`src/rtl/greater_than_sweep.sv`:
```
// Exhaustive self-test of the 2-bit A>B comparator: drives all 16 {A,B} vectors, packs F into result.
// Latency: 16*SETTLE busy cycles plus one done cycle per sweep; start is ignored unless idle.
module greater_than_sweep #(
    parameter int SETTLE = 2
) (
    input  logic        clk,
    input  logic        rst,
    input  logic        start,
    input  logic        f_in,
    output logic [1:0]  a_out,
    output logic [1:0]  b_out,
    output logic        busy,
    output logic        done,
    output logic [15:0] result,
    output logic        pass,
    output logic [4:0]  fail_count
);

    typedef enum logic [1:0] {
        IDLE = 2'd0,
        RUN  = 2'd1,
        DONE = 2'd2
    } state_t;

    // Bit i is set when i[3:2] > i[1:0].
    localparam logic [15:0] GOLDEN      = 16'h7310;
    localparam logic [3:0]  SETTLE_LAST = 4'(SETTLE - 1);
    localparam logic [3:0]  IDX_LAST    = 4'd15;

    state_t      state;
    state_t      state_nxt;
    logic [3:0]  idx;
    logic [3:0]  idx_nxt;
    logic [3:0]  cnt;
    logic [3:0]  cnt_nxt;
    logic [15:0] result_nxt;
    logic [4:0]  fail_count_nxt;
    logic        sample_now;
    logic        bit_bad;

    assign sample_now = (cnt == SETTLE_LAST);
    assign bit_bad    = (f_in != GOLDEN[idx]);

    always_comb begin
        state_nxt      = state;
        idx_nxt        = idx;
        cnt_nxt        = cnt;
        result_nxt     = result;
        fail_count_nxt = fail_count;
        case (state)
            IDLE: begin
                idx_nxt = 4'd0;
                if (start) begin
                    state_nxt      = RUN;
                    cnt_nxt        = 4'd0;
                    result_nxt     = 16'h0000;
                    fail_count_nxt = 5'd0;
                end
            end
            RUN: begin
                if (sample_now) begin
                    result_nxt[idx] = f_in;
                    fail_count_nxt  = fail_count + 5'(bit_bad);
                    cnt_nxt         = 4'd0;
                    if (idx == IDX_LAST) begin
                        state_nxt = DONE;
                        idx_nxt   = 4'd0;
                    end else begin
                        idx_nxt = idx + 4'd1;
                    end
                end else begin
                    cnt_nxt = cnt + 4'd1;
                end
            end
            DONE: begin
                // Single-cycle pulse; a start seen here is deliberately dropped.
                state_nxt = IDLE;
            end
            default: begin
                state_nxt = IDLE;
                idx_nxt   = 4'd0;
            end
        endcase
    end

    always_ff @(posedge clk) begin
        if (rst) begin
            state      <= IDLE;
            idx        <= 4'd0;
            cnt        <= 4'd0;
            result     <= 16'h0000;
            fail_count <= 5'd0;
        end else begin
            state      <= state_nxt;
            idx        <= idx_nxt;
            cnt        <= cnt_nxt;
            result     <= result_nxt;
            fail_count <= fail_count_nxt;
        end
    end

    assign a_out = idx[3:2];
    assign b_out = idx[1:0];
    assign busy  = (state == RUN);
    assign done  = (state == DONE);
    assign pass  = (result == GOLDEN);

endmodule

```
`config.mk`:
```
export PLATFORM = sky130hd
export DESIGN_NAME = greater_than_sweep
export DESIGN_NICKNAME = d
export VERILOG_FILES = /design/src/rtl/greater_than_sweep.sv
export SDC_FILE = /design/constraint.sdc
export NUM_CORES = 1
export LEC_CHECK = 0
export ABC_AREA = 1
export CORE_ASPECT_RATIO = 0.75
export CORE_MARGIN = 5
export CORE_UTILIZATION = 30
export CTS_CLUSTER_SIZE = 25
export DETAILED_ROUTE_END_ITERATION = 7
export PLACE_DENSITY = 0.6
export REMOVE_ABC_BUFFERS = 1
export SYNTH_ARGS = -nofsm -noshare
export SYNTH_HDL_FRONTEND = slang
export SYNTH_SLANG_ARGS = --single-unit
```
`constraint.sdc`:
```
create_clock -name clk -period 3.6 [get_ports clk]
set_input_delay 0.72 -clock clk [delete_from_list [all_inputs] [get_ports clk]]
set_output_delay 0.72 -clock clk [all_outputs]
set_load 0.01 [all_outputs]
```
After elaboration in Yosys (flattened, before gate mapping)
Memories as Yosys holds them, arrays and structs flattened. A register that Yosys moved wholly into a read port is not among the register bits. Index checks and enable logic that the tools add are counted.

Bitwise gates (word level): 1. Magnitude comparators: 2. $mul: 0. Shifts and indexed selects: 0. Eq/ne operators: 9. Div/mod/pow operators: 0. Mux-type cells: 22. $add $sub $neg: 3. Reductions and logical operators: 7.

Operators by type and width (count): $mux W16 (2); $pmux W16 S2 (1); $mux W4 (6); $bwmux W16 (1); $eq A16 B15 Y1 const B (1); $pmux W4 S2 (2); $mux W5 (2); $pmux W5 S2 (1); $add A4 B1 Y4 const B (2); $mux W2 (3); $reduce_and A3 Y1 (2); $add A5 B1 Y5 (1); $lt A4 B5 Y1 const B (1); $demux W1 S4 (1); $eq A4 B1 Y1 const B (1); $eq A4 B4 Y1 const B (1); $ge A4 B1 Y1 const B (1); $ne A2 B1 Y1 const B (2); $pmux W2 S2 (1); $reduce_and A2 Y1 (2); $eq A2 B1 Y1 const B (1); $eq A2 B2 Y1 const B (1); $logic_not A2 Y1 (1); $mux W1 (2); other kinds (5) (5).

Output and inout port bits: 28. Logic and storage cells: 50. Latch bits: 0. Memories kept: 1. Bits in read-only memories: 16. Flip-flop bits (word level): 31. Bits in writable memories: 0.

Memories: (name not given) (words 16, bits a word 1, read ports 1, clocked after Yosys merged registers in 1, wr ports 0, line 42) `assign bit_bad = (f_in != GOLDEN[idx]);`.

Longest topological paths before layout
Gate-level depths: netlist (run 1).

Word-level depth: 7. Gate-level depth with buffers: 11. Gate-level depth less buffers: 11.

Worst setup path after synthesis (run 1)
No wires, ideal clock.

Path type: input -> register. Start point: input port f_in. End point: register fail_count[4]. Arrival time: 1.568 ns. Buffers on the path: 0. Stages on the path: 8. Required time: 3.486 ns. Slack: 1.919 ns. Library setup time: 0.114 ns. Cells stage by stage: xor2_1 -> ha_1 -> ha_1 -> inv_1 -> nor3_2 -> nand3_1 -> nand2_1 -> nor2_1.

Word-level cells in the longest chain between the ends: 4.

Ends and longest elaborated chain: start, declared (line 9) `input logic f_in,`; $ne A1 B1 Y1 (line 42); $add A5 B1 Y5 (line 63) `fail_count_nxt = fail_count + 5'(bit_bad);`; $mux W5 (line 61) `if (sample_now) begin`; $pmux W5 S2 (line 50) `case (state)`; end signal, assigned (line 98) `fail_count <= fail_count_nxt;`; end, declared (line 16) `output logic [4:0] fail_count`.

Every way passes these cells. The select of a mux whose other input is x is not followed. A chain may end at the register's enable or synchronous reset.

Worst setup path in the final report (run 1)
Start point: register result[0]. End point: output port pass.

Word-level cells in the longest chain between the ends: 1.

Ends and longest elaborated chain: start, declared (line 14) `output logic [15:0] result,`; start signal, assigned (line 97) `result <= result_nxt;`; $eq A16 B15 Y1 (line 106) `assign pass = (result == GOLDEN);`; end, declared (line 15) `output logic pass,`.

Every way passes these cells.

==> results of run 1 <==
## logic make-up (layout without fill, tap and decap cells)
kind of cell	count (synthesis)	in the layout	synth area share, %
flip-flops	32	32	37.79
AND/OR/NAND/NOR	137	137	34.91
buffers and inverters	34	67	8.339
AO/OA/AOI/OAI	37	37	11.51
XOR/XNOR	3	3	1.550
adder cells (fa/ha/maj)	8	8	5.904
## cell usage in the layout (no fill, tap or decap), types with 2 or more instances in the layout
cell and n:
o22ai_1 2, clkinv_2 2, a21oi_1 16, nand2_1 73
inv_1 26, clkbuf_8 6, nand3_1 16, xor2_1 2
nor4_1 2, dfxtp_1 32, nor3_1 5, o21ai_1 8
ha_1 8, clkdlybuf4s50_1 31, o21ai_0 8, nand2_2 2
nor2_1 31, nand2_4 2
## final cells by class
type	instances	area, um^2
multi-input combinational	185	913.4
tap	75	93.84
sequential	32	640.6
timing repair buffer	31	310.3
clock inverter	2	10.01
inverter	28	107.6
clock buffer	6	82.58
fill	588	3252
## report_power, final
group          total, mW  leakage (nW)  internal [mW]  switching [mW]
clock              0.288        0.0510          0.152           0.136
combinational      0.138         0.545         0.0453          0.0929
sequential         0.374         0.259          0.364          0.0108
total              0.801         0.855          0.561           0.240
## routing by layer
metal / up-vias / global-route usage, % / share of wire (%)
li1: 868 / - / -
met1: 734 / 18.37 / 53
met2: 39 / 17.43 / 39
met3: 5 / 3.426 / 6.5
met4: 0 / 3.894 / 1.1
met5: - / 0 / 0
## tightest hold or removal path: stages, from the launching register on
cell,delay (ns)
dfxtp_1,0.32
nand2_1,0.06
a21oi_1,0.05
## state kept, by name (all words and copies together) (netlist names), named ones only
| name | count |
|---|---|
| result | 16 |
| fail_count | 5 |
| cnt | 4 |
| idx | 4 |
| state | 2 |
## worst paths after layout
| kind | from | end | slack, ns | cells after the start |
|---|---|---|---|---|
| worst min register to register | result[5] | result[5] | 0.48 | 2 |
| worst max-delay path | result[0] | pass | 1.20 | 4 |
| worst min-delay path | result[5] | result[5] | 0.48 | 2 |
| worst max register to register | state[1] | result[0] | 1.82 | 9 |
## per-stage QoR
step,instance area [um^2],util (%),hold WS (ns)
6_report,2158,39.89,0.4822
5_1_grt,2158,39.89,0.5037
4_1_cts,2158,39.89,0.4841
3_5_place_dp,2066,38.18,0.4744
3_3_place_gp,2066,38.18,0.4704
2_1_floorplan,1662,-,0.4831
==> impl_metrics.csv, run 1 <==
group,metric,value,unit
status,status,"finished, final reports clean",
clock_network,clock_latency,0.28,ns
synthesis,synthCells,251,
worst_setup_path,critPathBufInv,1,
worst_setup_path,cp.required,2.88,ns
power,ir_drop,0.0001212,V
power,power_density,371.1,nW/um^2
placement,dpl_worst_slack,1.093,ns
synthesis,ys.flop_type,"dfxtp_1",
layout,antennaDiodeCount,0,
layout,area_growth,27.31,%
worst_setup_path,end_kind,"output pin",
global_routing,grt_usage,12.44,%
synthesis,yosysMostFrequentCell,"nand2_1",
timing,slew_headroom,58.25,%
placement,hpwlAfterDp,3.176,mm
timing,hold_violations,0,
synthesis,synth.top_cells.by_area,"dfxtp_1 (38%), nand2_1 (16%), nor2_1 (6.9%), ha_1 (5.9%), inv_1 (5.8%)",
clock_network,post-cts-setup-buffer-count,0,
power,total_leakage_power,0.8545,nW
worst_setup_path,crit_family,"buffers and inverters",
floorplanning,core,5410,um^2
timing,fin_tns_setup,0,ns
floorplanning,ios,32,
layout,stdcell_count,359,
synthesis,synth_edf_count,0,
timing,finClkSkew,0.004709,ns
timing,fin_crit_sh,66.67,%
worst_setup_path,critPathSlowestCell,"clkdlybuf4s50_1",
synthesis,yosysTopAreaCell,"dfxtp_1",
timing,setup_slack,1.200,ns
placement,place_congestion,0.8302,
global_routing,grt_pass1_vias,1560,
drt,postRouteAntennaNets,0,
clock_network,cts_resized,0,
drt,first_pass_iters,4,
placement,dp_cells,351,
synthesis,yosys_warnings,0,
clock_network,cts_root_buffer,"clkbuf_8",
placement,io_buffers,31,
synthesis,synth.cell_area,1695,um^2
worst_setup_path,critPathMaxStageDelay,0.58,ns
layout,drive_above_1_share,5.634,%
drt,wl_per_cell,11.75,um
synthesis,synth_area_per_cell,6.754,um^2
synthesis,yosysUniqueCellTypes,30,
timing,period_minus_slack,2.400,ns
floorplanning,rows,23,
power,total_power,801.0,uW
floorplanning,die-height,75.11,um
worst_setup_path,worst-setup-path-type,"flip-flop to output pin",
global_routing,grt_max_degree,22,
timing,rsz0062_at_grt,"no",
clock_network,cts_buffer_depth,2,
worst_setup_path,critPathLaunchType,"flip-flop",
worst_setup_path,cp_cell_sequence,"nor2_1 > nand3b_1 > nor4_1 > clkdlybuf4s50_1",
drt,drc,0,
clock_network,cts_tree,"built",
floorplanning,fp.dieW,96.81,um
synthesis,synth-seq-cells,32,
clock_network,ctsHoldBuffers,0,
timing,timing.fmax,416.6,MHz
global_routing,antenna_found_initial,0,
synthesis,synthArstFlopShare,0,%
timing,setup_viol,0,
synthesis,yosys-top-cells-count,"nand2_1 (73), dfxtp_1 (32), nor2_1 (31)",
synthesis,yosysSeqAreaShare,37.79,%
hold_path,hold_path_class,"flip-flop to flip-flop",
drt,avgViaCountPerCell,4.585,
floorplanning,design.die.area,7271,um^2
clock_network,clock-sinks,32,
timing,drv_slew,0,
clock_network,cts_made_buffers,5,
global_routing,overflow,0,
worst_setup_path,crit_path_max_fanout,3,
clock_network,htreeDepth,2,
synthesis,yosys.area.top_type_share,37.79,%
timing,tightestPinTransition,0.6256,ns
layout,layout.nets,295,
drt,drt-total-wl,4.219,mm
job,maxCapViolations,0,
clock_network,clk_pin_slew,0.07,ns
worst_setup_path,critPathArrivalTime,1.68,ns
global_routing,grt_pass1_wl,7.403,mm
floorplanning,initial_core_util,31.34,%
drt,drt_iter0_markers,108,
drt,vias,1646,
Note: power is estimated with default switching activity, not from simulation.
==> run 2: changes to the inputs <==
==> constraint.sdc (replaced) <==
create_clock -name clk -period 2.3 [get_ports clk]
set_input_delay 0.46 -clock clk [delete_from_list [all_inputs] [get_ports clk]]
set_output_delay 0.46 -clock clk [all_outputs]
set_load 0.01 [all_outputs]
==> impl_metrics.csv, run 2 (synthesis results as in run 1) <==
group,metric,value,unit
worst_setup_path,reg2reg_depth,9,
clock_network,ctsHoldBuffers,0,
worst_setup_path,critPathMaxStageDelay,0.58,ns
drt,postRouteAntennaNets,0,
layout,area_growth,28.86,%
layout,antennaDiodeCount,0,
floorplanning,initial_core_util,31.34,%
clock_network,cts_buffer_depth,2,
clock_network,cts_root_buffer,"clkbuf_8",
floorplanning,die-height,75.11,um
global_routing,overflow,0,
layout,final_common_cell,"nand2_1",
power,ir_drop,0.0002098,V
floorplanning,fp.dieW,96.81,um
layout,nFillCells,595,
clock_network,clk_pin_slew,0.07,ns
drt,wl_per_cell,11.96,um
clock_network,cts_made_buffers,5,
global_routing,grt_pass1_vias,1479,
placement,dp_cells,354,
layout,largest_reg_flops,16,
timing,tightestPinTransition,0.5604,ns
floorplanning,core,5410,um^2
power,total_leakage_power,0.8681,nW
timing,fin_crit_sh,91.81,%
clock_network,clock_latency,0.28,ns
clock_network,clock-sinks,32,
worst_setup_path,critPathSlowestCell,"clkdlybuf4s50_1",
drt,drc,0,
power,power_density,583.6,nW/um^2
job,maxCapViolations,0,
clock_network,htreeDepth,2,
worst_setup_path,crit_cells,4,
layout,layout.nets,298,
drt,drt-total-wl,4.318,mm
worst_setup_path,critPathBufInv,1,
timing,hold_violations,0,
worst_setup_path,end_kind,"output pin",
placement,place_congestion,0.8132,
drt,drt_iter0_markers,131,
timing,slew_headroom,62.60,%
worst_setup_path,critPathLaunchType,"flip-flop",
global_routing,grt_max_degree,19,
drt,avgViaCountPerCell,4.535,
timing,period_minus_slack,2.112,ns
hold_path,hold_path_class,"flip-flop to flip-flop",
worst_setup_path,worst-setup-path-type,"flip-flop to output pin",
global_routing,antenna_found_initial,0,
status,status,"finished, final reports clean",
timing,timing.fmax,473.6,MHz
hold_path,min_path_cells,2,
layout,reg.largest.list,"result: 16 flops, fail_count: 5 flops",
worst_setup_path,cp.required,1.84,ns
worst_setup_path,critPathArrivalTime,1.65,ns
timing,setup_viol,0,
clock_network,cts_resized,0,
floorplanning,ios,32,
timing,finClkSkew,0.004881,ns
layout,layout_common_cells,"nand2_1 (73), dfxtp_1 (32), nor2_1 (31), clkdlybuf4s50_1 (31), inv_1 (26)",
global_routing,grt_usage,12.11,%
drt,vias,1637,
floorplanning,rows,23,
layout,drive_above_1_share,6.294,%
timing,rsz0062_at_grt,"no",
timing,whs,0.4815,ns
timing,fin_tns_setup,0,ns
clock_network,cts_tree,"built",
worst_setup_path,crit_family,"buffers and inverters",
timing,drv_slew,0,
placement,hpwlAfterDp,3.197,mm
placement,io_buffers,31,
worst_setup_path,cp_cell_sequence,"nor2_1 > nand3b_1 > nor4_1 > clkdlybuf4s50_1",
worst_setup_path,crit_path_max_fanout,3,
layout,regMostFlops,"result",
drt,first_pass_iters,4,
global_routing,grt_pass1_wl,7.086,mm
floorplanning,design.die.area,7271,um^2
layout,stdcell_count,361,
clock_network,post-cts-setup-buffer-count,0,
[run 2: power breakdown]
part,switching (mW),internal (mW)
registers,0.0168,0.569
logic,0.146,0.0751
clock network,0.201,0.266
total,0.364,0.911
[run 2: metal layers]
metal,part of all wire (%),vias to the layer above,track usage [%]
met3,5.0,8,3.056
met1,53,725,17.35
met2,40,35,17.74
met4,1.6,0,4.206
li1,-,869,-
met5,0,-,0
[run 2: worst paths after layout]
check / end / startpoint / slack [ns]
setup / recovery: pass / result[0] / 0.19
hold / removal: result[12] / result[12] / 0.48
setup reg to reg: result[8] / cnt[0] / 0.62
hold reg to reg: result[12] / result[12] / 0.48
[run 2: worst min-delay path: cells and delay by family (launching register included)]
family | cells | cell delay (ns)
and+or+nand+nor | 1 | 0.06
AOI/OAI and AO/OA | 1 | 0.05
DFF | 1 | 0.32
[run 2: stage by stage]
| stage | power, mW | util [%] | setup WS, ns | instance area [um^2] |
|---|---|---|---|---|
| 2_1_floorplan | 0.7413 | - | 0.8771 | 1662 |
| 3_3_place_gp | 0.8203 | 38.60 | 0.3028 | 2088 |
| 3_5_place_dp | 0.8208 | 38.60 | 0.2668 | 2088 |
| 4_1_cts | 1.294 | 40.38 | 0.1581 | 2185 |
| 5_1_grt | 1.352 | 40.38 | 0.01182 | 2185 |
| 6_report | 1.275 | 40.38 | 0.1884 | 2185 |
[run 2: layout make-up]
type,instances,area (um^2),area share (%)
clock buffer,7,96.34,4.410
sequential,32,640.6,29.32
tap,75,93.84,4.296
multi-input combinational,185,913.4,41.81
inverter,28,107.6,4.926
timing repair buffer,34,332.8,15.23
